### src/rtl/stash_nav_if.sv
// Purpose: bundles the stash_nav sample, strobe and display signals.
// Latency: none; this is wiring only.
// Backpressure: none; every strobe is a one-cycle pulse and is always accepted.
interface stash_nav_if #(
   parameter int WIDTH = 8,
   parameter int DEPTH = 5
);
   logic [WIDTH-1:0]           sample_in;
   logic                       sample_in_valid;
   logic                       next_sample;
   logic                       prev_sample;
   logic                       clear;
   logic [WIDTH-1:0]           sample_out;
   logic [$clog2(DEPTH)-1:0]   view_index;
   logic [$clog2(DEPTH+1)-1:0] count;
   logic                       full;
   logic                       showing_latest;

   // Producer side: sampling logic plus navigation buttons.
   modport master (
      output sample_in, sample_in_valid, next_sample, prev_sample, clear,
      input  sample_out, view_index, count, full, showing_latest
   );

   // Stash side.
   modport slave (
      input  sample_in, sample_in_valid, next_sample, prev_sample, clear,
      output sample_out, view_index, count, full, showing_latest
   );
endinterface

### src/rtl/stash_nav.sv
// Purpose: circular history of the last DEPTH samples; can be browsed oldest-to-newest, and a new sample is held on display.
// Latency: each event appears on the outputs one cycle after its clock edge (outputs decode registered state).
// Backpressure: none; writes always land and overwrite the oldest entry when full.
module stash_nav #(
   parameter int WIDTH       = 8,
   parameter int DEPTH       = 5,
   parameter int HOLD_CYCLES = 50_000_000
) (
   input logic        clk,
   input logic        reset,
   stash_nav_if.slave bus
);
   localparam int IW = $clog2(DEPTH);
   localparam int CW = $clog2(DEPTH + 1);
   localparam int HW = (HOLD_CYCLES > 0) ? $clog2(HOLD_CYCLES + 1) : 1;
   localparam logic [IW-1:0] LAST = IW'(DEPTH - 1);
   localparam logic [IW:0]   WRAP = (IW + 1)'(DEPTH);
   localparam logic [CW-1:0] CAP  = CW'(DEPTH);
   localparam logic [HW-1:0] HOLD = HW'(HOLD_CYCLES);

   logic [WIDTH-1:0] mem [DEPTH];
   logic [IW-1:0]    wr_ptr;
   logic [IW-1:0]    oldest_ptr;
   logic [IW-1:0]    read_idx;
   logic [CW-1:0]    occ;
   logic [HW-1:0]    hold_cnt;

   logic [IW-1:0]    last_idx;
   logic             nav;
   logic [IW-1:0]    newest_ptr;
   logic [IW:0]      rd_sum;
   logic [IW-1:0]    rd_ptr;

   // Compare-and-wrap increment, so DEPTH need not be a power of two.
   function automatic logic [IW-1:0] wrap_inc(input logic [IW-1:0] p);
      return (p == LAST) ? '0 : p + IW'(1);
   endfunction

   // Derive the navigation decision and the physical addresses from the logical state.
   always_comb begin
      last_idx   = IW'(occ - CW'(1));
      nav        = (occ != '0) && (bus.next_sample ^ bus.prev_sample);
      newest_ptr = (wr_ptr == '0) ? LAST : wr_ptr - IW'(1);
      rd_sum     = {1'b0, oldest_ptr} + {1'b0, read_idx};
      rd_ptr     = (rd_sum >= WRAP) ? IW'(rd_sum - WRAP) : rd_sum[IW-1:0];
   end

   // History, pointers, browse index and hold timer. Reset beats clear, and clear beats write and navigation.
   always_ff @(posedge clk) begin
      if (reset) begin
         for (int i = 0; i < DEPTH; i++) mem[i] <= '0;
         wr_ptr     <= '0;
         oldest_ptr <= '0;
         read_idx   <= '0;
         occ        <= '0;
         hold_cnt   <= '0;
      end else if (bus.clear) begin
         wr_ptr     <= '0;
         oldest_ptr <= '0;
         read_idx   <= '0;
         occ        <= '0;
         hold_cnt   <= '0;
      end else begin
         // Navigation wraps over the pre-write occupancy.
         if (nav) begin
            if (bus.next_sample)
               read_idx <= (read_idx == last_idx) ? '0 : read_idx + IW'(1);
            else
               read_idx <= (read_idx == '0) ? last_idx : read_idx - IW'(1);
         end
         if (bus.sample_in_valid) begin
            mem[wr_ptr] <= bus.sample_in;
            wr_ptr      <= wrap_inc(wr_ptr);
            if (occ == CAP)
               oldest_ptr <= wrap_inc(oldest_ptr);
            else
               occ <= occ + CW'(1);
            hold_cnt <= HOLD;
         end else if (nav) begin
            hold_cnt <= '0;
         end else if (hold_cnt != '0) begin
            hold_cnt <= hold_cnt - HW'(1);
         end
      end
   end

   // While the hold timer runs, show the newest entry; otherwise show the browsed entry.
   always_comb begin
      bus.showing_latest = (hold_cnt != '0);
      bus.full           = (occ == CAP);
      bus.count          = occ;
      if (bus.showing_latest) begin
         bus.view_index = last_idx;
         bus.sample_out = mem[newest_ptr];
      end else begin
         bus.view_index = read_idx;
         bus.sample_out = mem[rd_ptr];
      end
      if (occ == '0) bus.sample_out = '0;
   end
endmodule

### src/flat_wrapper.sv
// flat-port wrapper written by rule: the top's interface ports become plain ports
module stash_nav_flat 
#(
   parameter int WIDTH       = 8,
   parameter int DEPTH       = 5,
   parameter int HOLD_CYCLES = 50_000_000
)
  (clk, reset, bus_sample_in, bus_sample_in_valid, bus_next_sample, bus_prev_sample, bus_clear, bus_sample_out, bus_view_index, bus_count, bus_full, bus_showing_latest);
  stash_nav_if #(.WIDTH(WIDTH), .DEPTH(DEPTH)) bus_i ();
  input logic clk;
  input logic reset;
  input wire logic [$bits(bus_i.sample_in)-1:0] bus_sample_in;
  input wire logic [$bits(bus_i.sample_in_valid)-1:0] bus_sample_in_valid;
  input wire logic [$bits(bus_i.next_sample)-1:0] bus_next_sample;
  input wire logic [$bits(bus_i.prev_sample)-1:0] bus_prev_sample;
  input wire logic [$bits(bus_i.clear)-1:0] bus_clear;
  output wire logic [$bits(bus_i.sample_out)-1:0] bus_sample_out;
  output wire logic [$bits(bus_i.view_index)-1:0] bus_view_index;
  output wire logic [$bits(bus_i.count)-1:0] bus_count;
  output wire logic [$bits(bus_i.full)-1:0] bus_full;
  output wire logic [$bits(bus_i.showing_latest)-1:0] bus_showing_latest;
  assign bus_i.sample_in = bus_sample_in;
  assign bus_i.sample_in_valid = bus_sample_in_valid;
  assign bus_i.next_sample = bus_next_sample;
  assign bus_i.prev_sample = bus_prev_sample;
  assign bus_i.clear = bus_clear;
  assign bus_sample_out = bus_i.sample_out;
  assign bus_view_index = bus_i.view_index;
  assign bus_count = bus_i.count;
  assign bus_full = bus_i.full;
  assign bus_showing_latest = bus_i.showing_latest;
  stash_nav #(.WIDTH(WIDTH), .DEPTH(DEPTH), .HOLD_CYCLES(HOLD_CYCLES)) u_core (.clk(clk), .reset(reset), .bus(bus_i));
endmodule
### config.mk
export PLATFORM = sky130hd
export DESIGN_NAME = stash_nav_flat
export DESIGN_NICKNAME = d
export VERILOG_FILES = /design/src/rtl/stash_nav_if.sv /design/src/rtl/stash_nav.sv /design/src/flat_wrapper.sv
export SDC_FILE = /design/constraint.sdc
export NUM_CORES = 1
export LEC_CHECK = 0
export CAP_MARGIN = 30
export CORE_AREA = 2 2 83 124
export DETAILED_ROUTE_END_ITERATION = 7
export DIE_AREA = 0 0 85 126
export PLACE_DENSITY = 0.78
export REMOVE_ABC_BUFFERS = 1
export SETUP_SLACK_MARGIN = 0.1
export SLEW_MARGIN = 5
export SYNTH_ARGS = -nofsm -noshare
export SYNTH_HDL_FRONTEND = slang
export SYNTH_SLANG_ARGS = --single-unit
### constraint.sdc
create_clock -name clk -period 4.65 [get_ports clk]
set_input_delay 1.395 -clock clk [delete_from_list [all_inputs] [get_ports clk]]
set_output_delay 1.395 -clock clk [all_outputs]
set_load 0.05 [all_outputs]
# Yosys cells after proc, flatten, opt, wreduce, memory -nomap -nowiden

Memory sizes are Yosys's and may differ from the RTL's.
Cells that the tools add are included.

Bits of input ports: 14
ROM bits: 0
Bits in writable memories: 40
Logic and storage cells: 58
Latch bits: 0
Register bits after elaboration: 38
Memories kept: 1

Div/mod/pow operators: 0
$mul: 0
Bitwise operators: 2
$add $sub $neg: 10
Mux-type cells: 22
Shift-type cells: 0
Equal/unequal tests: 4
Reduce and logical (&&, ||, !) cells: 12
Magnitude comparators: 1

Memories:

| name       | depth | width | rd ports | clocked after Yosys merged registers in | wr ports | RTL line        | text |
|---|---|---|---|---|---|---|---|
| u_core.mem | 5     | 8     | 2        | 0                                       | 5        | stash_nav.sv:21 | `logic [WIDTH-1:0] mem [DEPTH];` |

Operators with widths:

| kind                  | number |
|---|---|
| $mux 26               | 3 |
| $mux 3                | 9 |
| $reduce_bool 26->1    | 1 |
| $sub 26x1->26 const B | 1 |
| $mux 8                | 3 |
| $add 3x1->3 const B   | 4 |
| $eq 3x3->1 const B    | 3 |
| $logic_not 3->1       | 3 |
| $sub 3x1->3 const B   | 3 |
| $reduce_or 8->1       | 1 |
| $mux 1                | 7 |
| $reduce_bool 3->1     | 2 |
| $add 3x3->4           | 1 |
| $ge 4x3->1 const B    | 1 |
| $reduce_and 2->1      | 2 |
| $reduce_or 4->1       | 1 |
| $eq 3x3->1            | 1 |
| $sub 3x3->3 const B   | 1 |
| $reduce_or 2->1       | 1 |
| $logic_and 1x1->1     | 1 |
| $not 1->1             | 1 |
| $xor 1x1->1           | 1 |

# Logic depth before layout (Yosys ltp)

Depth in word-level cells: 6
Mapped depth: 12
Depth with buffers taken out: 11

# Least setup slack after synthesis

No wires, ideal clock.

Kind: flip-flop to output port
Start: register u_core.read_idx[0]
End: output bus_sample_out[1]
Arrival time: 3.443 ns
Cell stages (with the launch flop): 13
Setup slack: -0.188 ns
Path buffers: 1
Cells stage by stage: dfxtp_1 > ha_1 > fa_1 > inv_1 > ha_1 > nand2b_1 > a221oi_2 > xnor2_4 > buf_4 > mux2i_1 > a222oi_1 > a21oi_1 > nor2_1

Cells in the longest elaborated chain, start to end: 6
Elaborated cells on any way between the ends: 7
Classes of those cells: add/sub (2); order compare (1); mux (3); memory (1)

RTL lines:

| item                                             | RTL line           | text |
|---|---|---|
| start, declared                                  | stash_nav.sv:24    | `logic [IW-1:0] read_idx;` |
| start signal, assigned                           | stash_nav.sv:67    | `read_idx <= (read_idx == last_idx) ? '0 : read_idx + IW'(1);` |
| start signal, assigned                           | stash_nav.sv:69    | `read_idx <= (read_idx == '0) ? last_idx : read_idx - IW'(1);` |
| $add 3x3->4 *                                    | stash_nav.sv:44    | `rd_sum = {1'b0, oldest_ptr} + {1'b0, read_idx};` |
| $ge 4x3->1 / $sub 3x3->3 (equally long branches) | stash_nav.sv:45    | `rd_ptr = (rd_sum >= WRAP) ? IW'(rd_sum - WRAP) : rd_sum[IW-1:0];` |
| $mux 3 *                                         | stash_nav.sv:45    |  |
| $mem_v2 5x8 *                                    | n/a                |  |
| $mux 8 *                                         | stash_nav.sv:92    | `if (bus.showing_latest) begin` |
| $mux 8 *                                         | stash_nav.sv:99    | `if (occ == '0) bus.sample_out = '0;` |
| end, declared                                    | flat_wrapper.sv:17 | `output wire logic [$bits(bus_i.sample_out)-1:0] bus_sample_out;` |

Every way passes the cells marked *; elsewhere a longest branch is shown, timed or not.

# Final worst setup path

Start: register u_core.read_idx[0]
End: output bus_sample_out[4]

Same word-level chain as after synthesis.

==> metrics <==
share of cells above drive strength 1=0.213; final hold violations=0; Syn Inst Count=510; fmax=204 MHz; number of remaining DRC errors=0; hold slack=0.514 ns; Period Utilization, post-route=1.06; Clk Latency, worst-skew pair=0.34 ns; routed wire length per instance=20.2 um; initial antenna violation count=0; total grt overflow=0; VDD IR max=0.255 mV; largest net degree at the start of global routing=19; Worst Setup Path Type=reg2out; GRT busiest layer=met2; Power Total=2.20 mW; Hold Crit Class=reg2reg; hold_buf cts=0; clk_skew=0.00687 ns; synthesized flop and latch total=102; ant diodes=0; top-count cell post-synth=edfxtp_1; Logic pwr share=0.182; Top FF cell, synth=edfxtp_1; area leader, netlist=edfxtp_1; Post-synth top cells=64 x edfxtp_1, 63 x nor2_1, 43 x mux2i_1; Die H=126 um; Core Area=9630 um^2; Rows=44; Post-synth EDFFs=64; Syn Area/Cell=11.1 um^2; pre-CTS setup slack=-0.0671 ns; Final Critical Period=4.91 ns; Starting Density=0.587; required time of the critical path=3.25 ns; post-synth top area share=0.340; global-route wire length before repair=22.3 mm; Cell Chain, Critical Path=ha_4 > fa_2 > inv_2 > ha_4 > nand2b_4 > a221oi_2 > buf_4 > xnor2_4 > buf_12 > buf_8 > mux2i_1 > a222oi_1 > a21oi_1 > nor2_2 > buf_12; crit-path max cell delay=0.56 ns; vias in the first global route=4397; synth unique cells=51; Clock Tree Root=clkbuf_16; failing checks=negative setup slack; Least-Margin Pin Slew=0.834 ns; cell area power density=321 nW/um^2; PnR worst setup slack=-0.257 ns; Detailed Routing Iterations Pass 1=5; DR vias/cell=6.29; CTS tree=built; Die W=85 um; Nets=607; status=finished with violations; Max Cap Viol=0; DP Area=6280 um^2; Num CTS Buffers=9; H-tree levels=3; CP Launch Type=register; crit path capture type=primary output; post-placement cell count=660; fraction of power consumed by the clock network=0.353; Hold Path Depth=2; Syn Std Cell Area=5660 um^2; M1 GR Usage=0.311; total wire length=14.0 mm; design area=6850 um^2; IO buf count=29; worst-path cell with the longest stage delay=fa_2; Initial DRC Count=260; Worst EP arrival=3.51 ns; Bufs on Longest Clock Path=2; Power Internal=1.59 mW; setup violators final=8; Psw=0.606 mW; Layout Cells excl Fill=692; GRT Total Usage=0.268; R2R depth=8; Seq pwr share=0.465; Fin Setup TNS=-1.71 ns; register area share after synthesis=0.474; Slew headroom=0.428; asr flop ratio synth=0; CP Max Fanout=6; Final Max Slew Viols=0; largest cells by area after synthesis=edfxtp_1 34%, dfxtp_1 13%, mux2i_1 7.6%, mux4_2 6.4%, and2_1 4.5%; Core Util, Final=0.711; Area growth syn-to-layout=21.1%; die area=10700 um^2; CTS clk-pin slew, worst paths=0.07 ns; leakage=2.55 nW; met2 Track Usage GR=0.476; Yosys warning count=0; met3 GRT Util=0.0433; unrepaired setup endpoints after global routing=yes; GPL Wtd Cong=0.842; Net Sw Frac=0.276; # IOs=30; routed vias=4353; total clock sinks=102; DRT antenna net count=0; hpwl dp=9.09 mm
## cells in the final DEF, fill, tap and decap left out, types with 10 or more instances in the layout
cell,n
edfxtp_1,64
nor2_1,55
and2_1,41
mux2i_1,40
a21oi_1,36
dfxtp_1,35
buf_4,33
xnor2_1,22
clkdlybuf4s50_1,21
ha_1,18
inv_1,17
nand2_1,16
mux4_2,16
o21ai_0,12
xor2_1,10
nor3_1,10
buf_12,10
## power groups by stage
stage	clock network [mW]	registers [mW]	logic (mW)
6_report	0.776	1.02	0.400
5_1_grt	0.821	1.03	0.437
4_1_cts	0.776	1.02	0.395
3_5_place_dp	0	1.04	0.382
3_3_place_gp	0	1.04	0.373
2_1_floorplan	0	1.04	0.273
## worst max-delay path, delay by kind of cell (launching register included)
family	cells	cell delay, ns
XOR/XNOR	1	0.12
multiplexers	1	0.27
buffers and inverters	5	0.71
AO/OA/AOI/OAI	3	0.63
flip-flops	1	0.34
AND/OR/NAND/NOR	2	0.22
adder cells (fa/ha/maj)	3	0.87
## logic make-up after synthesis
kind of cell               after synthesis  share of synthesized area
xor gates and xnor gates                33                     0.0544
buffers and inverters                   37                     0.0277
DFF                                    102                      0.474
AOI/OAI and AO/OA                       76                     0.0832
adders and majority gates               21                     0.0478
and+or+nand+nor                        182                      0.173
muxes                                   59                      0.140
## worst paths after layout
| check | slack, ns | startpoint | to |
|---|---|---|---|
| worst max-delay path | -0.26 | u_core.read_idx[0] | bus_sample_out[4] |
| worst min-delay path | 0.51 | u_core.hold_cnt[18] | u_core.hold_cnt[18] |
| worst max register to register | 2.06 | u_core.bus.count[0] | u_core.hold_cnt[25] |
| worst min register to register | 0.51 | u_core.hold_cnt[18] | u_core.hold_cnt[18] |
## layer usage
metal  wire length (um)  up-vias
met5                  0        -
met4                552        0
met3                869       51
met2               7250      200
met1               5280     2110
li1                   -     1992
## sequential cells by signal, summed over array words and instances, names as in the netlist
name and cells:
u_core.mem 64, u_core.read_idx 3, u_core.hold_cnt 26, u_core.oldest_ptr 3
u_core.wr_ptr 3, u_core.bus.count 3
## layout make-up
type	instances	area, um^2
Clock buffer	9	225
Clock inverter	7	78.8
Fill cell	698	2780
Inverter	18	67.6
Multi-Input combinational cell	371	2900
Sequential cell	102	2690
Tap cell	115	144
Timing Repair Buffer	70	753
## repair_timing
action / in CTS / in global routing
resized for setup: 19 / 13
pin swaps: 20 / 21
gates cloned: 1 / 0
endpoints found under the hold margin: 0 / 0
buffers inserted: 11 / 4
setup endpoints to repair: 8 / 8
Power figures use the tool's default switching activity.
